===== src/rtl/reg_writeback_queue.sv =====
// Buffers execution results and drains them one per cycle onto the register file write port,
// forwarding pending values to readers. Define WBQ_COALESCE_EN to merge a result into a matching tail entry.
module reg_writeback_queue #(
   parameter int DEPTH  = 4,
   parameter int DATA_W = 32,
   parameter int ADDR_W = 5
) (
   input  logic                         clk,
   input  logic                         resetN,
   input  logic                         resVld,
   output logic                         resRdy,
   input  logic [ADDR_W-1:0]            resReg,
   input  logic [DATA_W-1:0]            resData,
   input  logic                         wbHold,
   output logic                         regWrite,
   output logic [ADDR_W-1:0]            wrReg,
   output logic [DATA_W-1:0]            wrData,
   input  logic [ADDR_W-1:0]            rdReg1,
   input  logic [ADDR_W-1:0]            rdReg2,
   output logic                         fwd1Hit,
   output logic [DATA_W-1:0]            fwd1Data,
   output logic                         fwd2Hit,
   output logic [DATA_W-1:0]            fwd2Data,
   output logic [$clog2(DEPTH+1)-1:0]   count
);

   localparam int PW = $clog2(DEPTH);
   localparam int CW = $clog2(DEPTH+1);

   logic [ADDR_W-1:0] regMem  [DEPTH];
   logic [DATA_W-1:0] dataMem [DEPTH];
   logic [PW-1:0]     rdPtr;
   logic [PW-1:0]     wrPtr;
   logic [PW-1:0]     tailPtr;
   logic [PW-1:0]     idx;
   logic              notFull;
   logic              popEn;
   logic              pushEn;
   logic              tailHit;

   assign notFull = (count < CW'(DEPTH));
   assign popEn   = (count != '0) && !wbHold;
   assign tailPtr = wrPtr - 1'b1;

`ifdef WBQ_COALESCE_EN
   // A tail that is also the head being popped this edge cannot be rewritten, so it falls back to a push.
   assign tailHit = resVld && (count != '0) && (resReg == regMem[tailPtr])
                    && !(popEn && (count == CW'(1)));
   assign resRdy  = notFull || tailHit;
`else
   assign tailHit = 1'b0;
   assign resRdy  = notFull;
`endif

   // Register 0 is hardwired in the register file, so its results are accepted but never stored.
   assign pushEn = resVld && resRdy && (resReg != '0) && !tailHit;

   // Storage array carries no reset; the pointers alone define which entries are valid.
   always_ff @(posedge clk) begin
      if (pushEn) begin
         regMem[wrPtr]  <= resReg;
         dataMem[wrPtr] <= resData;
      end
      if (tailHit) begin
         dataMem[tailPtr] <= resData;
      end
   end

   // Pointer, occupancy and registered write-port stage.
   always_ff @(posedge clk) begin
      if (!resetN) begin
         rdPtr    <= '0;
         wrPtr    <= '0;
         count    <= '0;
         regWrite <= 1'b0;
         wrReg    <= '0;
         wrData   <= '0;
      end else begin
         if (pushEn) begin
            wrPtr <= wrPtr + 1'b1;
         end
         if (popEn) begin
            regWrite <= 1'b1;
            wrReg    <= regMem[rdPtr];
            wrData   <= dataMem[rdPtr];
            rdPtr    <= rdPtr + 1'b1;
         end else begin
            regWrite <= 1'b0;
         end
         count <= count + CW'(pushEn) - CW'(popEn);
      end
   end

   // Scan from output stage through oldest to youngest entry so the youngest match wins.
   always_comb begin
      fwd1Hit  = 1'b0;
      fwd1Data = '0;
      fwd2Hit  = 1'b0;
      fwd2Data = '0;
      idx      = '0;
      if (regWrite && (rdReg1 != '0) && (wrReg == rdReg1)) begin
         fwd1Hit  = 1'b1;
         fwd1Data = wrData;
      end
      if (regWrite && (rdReg2 != '0) && (wrReg == rdReg2)) begin
         fwd2Hit  = 1'b1;
         fwd2Data = wrData;
      end
      for (int i = 0; i < DEPTH; i++) begin
         idx = rdPtr + PW'(i);
         if ((CW'(i) < count) && (rdReg1 != '0) && (regMem[idx] == rdReg1)) begin
            fwd1Hit  = 1'b1;
            fwd1Data = dataMem[idx];
         end
         if ((CW'(i) < count) && (rdReg2 != '0) && (regMem[idx] == rdReg2)) begin
            fwd2Hit  = 1'b1;
            fwd2Data = dataMem[idx];
         end
      end
   end

endmodule


===== config.mk =====
export PLATFORM = sky130hd
export DESIGN_NAME = reg_writeback_queue
export DESIGN_NICKNAME = d
export VERILOG_FILES = /design/src/rtl/reg_writeback_queue.sv
export SDC_FILE = /design/constraint.sdc
export NUM_CORES = 1
export LEC_CHECK = 0
export CAP_MARGIN = 25
export CORE_ASPECT_RATIO = 0.75
export CORE_UTILIZATION = 45
export CTS_BUF_LIST = sky130_fd_sc_hd__clkbuf_8
export CTS_CLUSTER_SIZE = 12
export DETAILED_ROUTE_END_ITERATION = 10
export PLACE_DENSITY = 0.66
export SETUP_SLACK_MARGIN = 0.15
export SLEW_MARGIN = 20
export SYNTH_ARGS = -nofsm -noshare
export SYNTH_HDL_FRONTEND = slang
export SYNTH_SLANG_ARGS = --single-unit

===== constraint.sdc =====
create_clock -name clk -period 7 [get_ports clk]
set_input_delay 1.75 -clock clk [delete_from_list [all_inputs] [get_ports clk]]
set_output_delay 1.75 -clock clk [all_outputs]
set_load 0.02 [all_outputs]

Word-level counts from Yosys, hierarchy flattened. Memories as Yosys holds them, arrays and structs flattened. A register that Yosys moved wholly into a read port is not among the register bits. Index checks and enable logic that the tools add are counted.

Flip-flop bits (word level): 45. Memory bits (writable): 148. Bits of input ports: 51. Output and inout port bits: 108. Memories kept: 2.

Add/subtract/negate cells: 6. Order comparisons: 5. Equal/unequal tests: 10. Multiplexer cells: 27. Reduce and logical (&&, ||, !) cells: 28.

Memory list: dataMem (words 4, bits a word 32, rd ports 4, clocked after Yosys merged registers in 1, wr ports 1, line 31) `logic [DATA_W-1:0] dataMem [DEPTH];`; regMem (words 4, bits a word 5, rd ports 4, clocked after Yosys merged registers in 1, wr ports 1, line 30) `logic [ADDR_W-1:0] regMem [DEPTH];`.

Operator list (number): 32-bit two-way mux (10); 5-bit == test (10); 1-bit logical AND (23); 5-bit nonzero test (3); 1-bit two-way mux (13); 2-bit two-way mux (4); 1-bit by 3-bit < comparator with 1-bit output (first input constant) (2); 2-bit by 3-bit < comparator with 1-bit output (first input constant) (2); 2-bit by 1-bit adder with 2-bit output (second input constant) (2); 2-bit adder (second input constant) (2); 3-bit by 1-bit adder with 3-bit output (1); 3-bit < comparator (second input constant) (1); 3-bit nonzero test (1); 3-bit by 1-bit subtractor with 3-bit output (1); 1-bit zero test (1).

Depth between registers and ports, before layout.
Word-level depth: 8. Mapped depth: 12. Gate-level depth less buffers: 10.

Least setup slack after synthesis. Ideal clock, no wire load.

Kind: input to output. Start point: in rdReg2[0]. End point: out fwd2Data[14]. Data arrival time: 4.119 ns. Path slack: 1.131 ns. Cell stages on the path: 9. Path buffers: 3. Cells stage by stage: clkbuf_1 -> xor2_1 -> nor4_1 -> and4_1 -> buf_1 -> a21boi_1 -> buf_2 -> a221oi_1 -> o31ai_1.

Longest elaborated chain between the ends: 8. Elaborated cells on any way between the ends: 21. Classes of those cells: eq/ne (5); mux (5); reduce/logical (11).

Ends and longest elaborated chain: start: declaration (line 19) `input logic [ADDR_W-1:0] rdReg2,`; 5-bit nonzero test (line 105, 115); 1-bit logical AND (2 in series) (line 105) `if (regWrite && (rdReg2 != '0) && (wrReg == rdReg2)) begin`; 32-bit two-way mux (line 105); 32-bit two-way mux (3 in series) (line 115) `if ((CW'(i) < count) && (rdReg2 != '0) && (regMem[idx] == rdReg2)) begin`; 32-bit two-way mux * (line 115); end: declaration (line 23) `output logic [DATA_W-1:0] fwd2Data,`.

Every way passes the cells marked *; elsewhere a longest branch is shown, timed or not.

Worst setup path after layout.
Start point: in rdReg2[1]. End point: out fwd2Data[29].

Same word-level chain as after synthesis.

==> metrics.md <==
| Metric | Value |
|---|---|
| Status | finished, final reports clean |
| Crit path depth | 12 |
| Peak supply drop | 0.1518 mV |
| Fin. Hold Viols | 0 |
| Routed Antenna Nets | 0 |
| Setup TNS | 0 ns |
| Clk buf depth | 2 |
| CTS root buffer | clkbuf_8 |
| Skew-Pair Late Insertion Delay | 0.49 ns |
| Die area | 0.03132 mm² |
| Worst path buffer plus inverter count | 6 |
| Required time of the critical path | approximately 5.3 ns |
| DRT Wirelength | ~45,000 µm |
| Ys flop type | edfxtp_1 |
| Min Tclk post-route | 6.711 ns |
| Crit-path cells | clkdlybuf4s50_1, buf_4, buf_4, xor2_1, nor4_2, and4_4, a21boi_2, buf_12, a221oi_1, o31ai_1, buf_4, clkdlybuf4s50_1 |
| PD cells | 293.0 mW/mm² |
| HP Class | register to register |
| Total track usage | between 20% and 30% |
| Gpl congestion | 0.9842 |
| Most frequent CP cell | buf_4 |
| # clock sinks | 195 |
| Initial DRT Pass Iterations | 6 |
| Worst hold path depth | 2 |
| Top cells by area, synth | edfxtp_1 32%, mux4_2 11%, mux2i_1 7.1% |
| Synth top area share | 32.26% |
| Slew Viols, Final | 0 |
| Largest net degree at the start of global routing | 117 |
| Area leader, netlist | edfxtp_1 |
| Clk pin slew, worst setup/hold paths | 0.10 ns |
| Crit Path Class | input port to output pin |
| Synthesized cell area | 0.01378 mm² |
| Vias in the first global route | 11,390 |
| Sequential share of the synthesized area | between 30 and 40% |
| # hold bufs at CTS | 0 |
| Initial antenna violation count | 0 |
| Setup Viol. Count Final | 0 |
| Avg Inst Size Synth | 10.69 µm² |
| Pre-CTS setup slack | 0.005903 ns |
| Fin cells | roughly 1,800 |
| Worst-margin pin slew | 0.8948 ns |
| CP startpoint kind | input port |
| Chip width | 204.0 µm |
| IO buf count | roughly 160 |
| Worst R2R Start | count[2] |
| Inserted Diodes | 0 |
| Wirelength per Cell | 24.68 µm |
| Vias | around 12,000 |
| Global-route wire length before repair | 68,990 µm |
| Most frequent cell after synthesis | nand2_1 |
| Async S/R FF share, synth | 0% |
| RSZ-0062 raised after global routing | no |
| DRC viols | 0 |
| Yosys warning count | 0 |
| Final non-filler cell area | 0.01646 mm² |
| Area Overhead vs Synth | 19.46% |
| Iteration-0 DRC Markers | between 1,000 and 1,500 |
| CP top delay family | buffers and inverters |
| Hold Path End | wrData[4] |
| Final worst path period share | 95.87% |
| Maximum clock rate | 0.1490 GHz |
| Layout cells sized above 1 | 19.62% |
| Max-slew headroom | 40.34% |
| Final Power | 4.822 mW |
| R2r setup slk | 3.81 ns |
| Crit. End Element | output pin |
| Max incr delay on CP | 0.61 ns |
| H-tree depth | 4 |
| Post-Synthesis Cells | 1,289 |
| Die Span Y | around 150 µm |
| CTS tree | done |
| DP Wirelength | 29,500 µm |
| Initial Util | 45.70% |
| #FFs+latches synth | approximately 200 |
| EDFF count, synth | around 150 |
| Nets | 1,474 |
| CP max-delay cell | clkdlybuf4s50_1 |
| Core Region | 0.03014 mm² |
| Gr ovfl total | 0 |
| IO Count | 159 |
| R2R cell count | 12 |
| Synth cell types | 57 |
| Commonest cells in the netlist | 156 x nand2_1, 148 x edfxtp_1, 98 x mux2i_1, 69 x o21ai_0, 68 x mux4_2 |
| Max-Cap Viols | 0 |
| Reg2reg end | count[2] |
| Dpl cells | 1,782 |
| DP Area | between 0.015 and 0.02 mm² |
| Leakage | slightly below 6 nW |
| Hold_ws | 0.5230 ns |
| Fin util | 54.60% |
| Data arrival, critical path | approximately 5.0 ns |
| FP Rows | 55 |
| Hold_sp | wrData[4] |
| Clock skew | 0.01804 ns |
| CTS Buf Count | 17 |
| Post-synth net total | 1,349 |
| Vias per cell | 6.378 |
| Final worst setup slack | 0.2890 ns |
| Critical path fanouts, max | 25 |
## kinds of logic after synthesis
family,Yosys count,synth area share [%]
simple gates,358,12.27
flops,195,39.09
xor+xnor,54,3.433
buf+inv,157,5.150
fa+ha+maj,9,0.8720
mux,213,22.08
compound gates,303,17.10
## report_power, final
| group | switching, mW | internal, mW | leakage (nW) |
|---|---|---|---|
| logic | 1.41 | 1.06 | 3.96 |
| clock network | 0.435 | 0.294 | 0.181 |
| registers | 0.210 | 1.41 | 1.74 |
| total | 2.05 | 2.77 | 5.88 |
## layout make-up
class                   count  area, µm²
clock buffers              18      247.7
inverters                  29      108.9
flip-flops and latches    195       5395
repair buffers            233       2292
well taps                 399      499.2
clock inverters            14      127.6
multi-input cells         938       7785
fillers                  2615      13690
## metal layers
| layer | global-route usage, % | part of all wire [%] | vias up |
|---|---|---|---|
| met1 | 42.08 | 44 | 5674 |
| li1 | - | - | 5210 |
| met5 | 0 | 0 | - |
| met2 | 43.33 | 44 | 705 |
| met3 | 6.380 | 10 | 58 |
| met4 | 8.778 | 1.7 | 0 |
## registers in the layout, indices dropped and copies added (netlist names), named ones only
register and flops:
count 3, dataMem 128, rdPtr 2, regMem 20, regWrite 1, wrData 32, wrPtr 2, wrReg 5
## tightest hold or removal path, stage by stage, from the launching register on
cell and delay, ns:
dfxtp_1 0.35, nand2_1 0.06, a21boi_0 0.07
## worst max-delay path by stage
stage	from	end	slack, ns
finish	rdReg2[1]	fwd2Data[29]	0.29
global route	rdReg2[1]	fwd2Data[29]	0.19
CTS	rdReg1[0]	fwd1Data[20]	0.19
detailed placement	rdReg2[0]	fwd2Data[2]	0.006
global placement	rdReg2[0]	fwd2Data[2]	-0.02
floorplan	rdReg2[0]	fwd2Data[14]	1.13
## what timing repair did
action / CTS / global route
buffers inserted: 0 / 11
resized for setup: 2 / 7
pin swaps: 1 / 2
endpoints found under the setup margin: 11 / 33
hold endpoints to repair: 0 / 0
cloned: 1 / 0
## cells in the final DEF (no fill, tap or decap), drive strengths merged, types with 4 or more instances in the layout
master / netlist / routed
nand2: 156 / 156
clkdlybuf4s50: 0 / 154
edfxtp: 148 / 148
mux2i: 98 / 98
buf: 63 / 75
o21ai: 74 / 74
mux4: 68 / 68
a221oi: 57 / 57
nand3: 52 / 52
mux2: 47 / 47
dfxtp: 47 / 47
nor3: 43 / 44
a21boi: 37 / 37
nor2: 36 / 36
xnor2: 35 / 35
inv: 29 / 34
a21oi: 33 / 33
a211o: 32 / 32
o211ai: 28 / 28
xor2: 19 / 19
and3: 18 / 18
o31ai: 18 / 18
clkbuf: 65 / 18
nand3b: 17 / 17
and2: 15 / 15
o311a: 8 / 8
ha: 8 / 8
clkinvlp: 0 / 5
dlymetal6s2s: 0 / 4
a211oi: 4 / 4
nor4: 4 / 4
(Power assumes the default switching activity.)
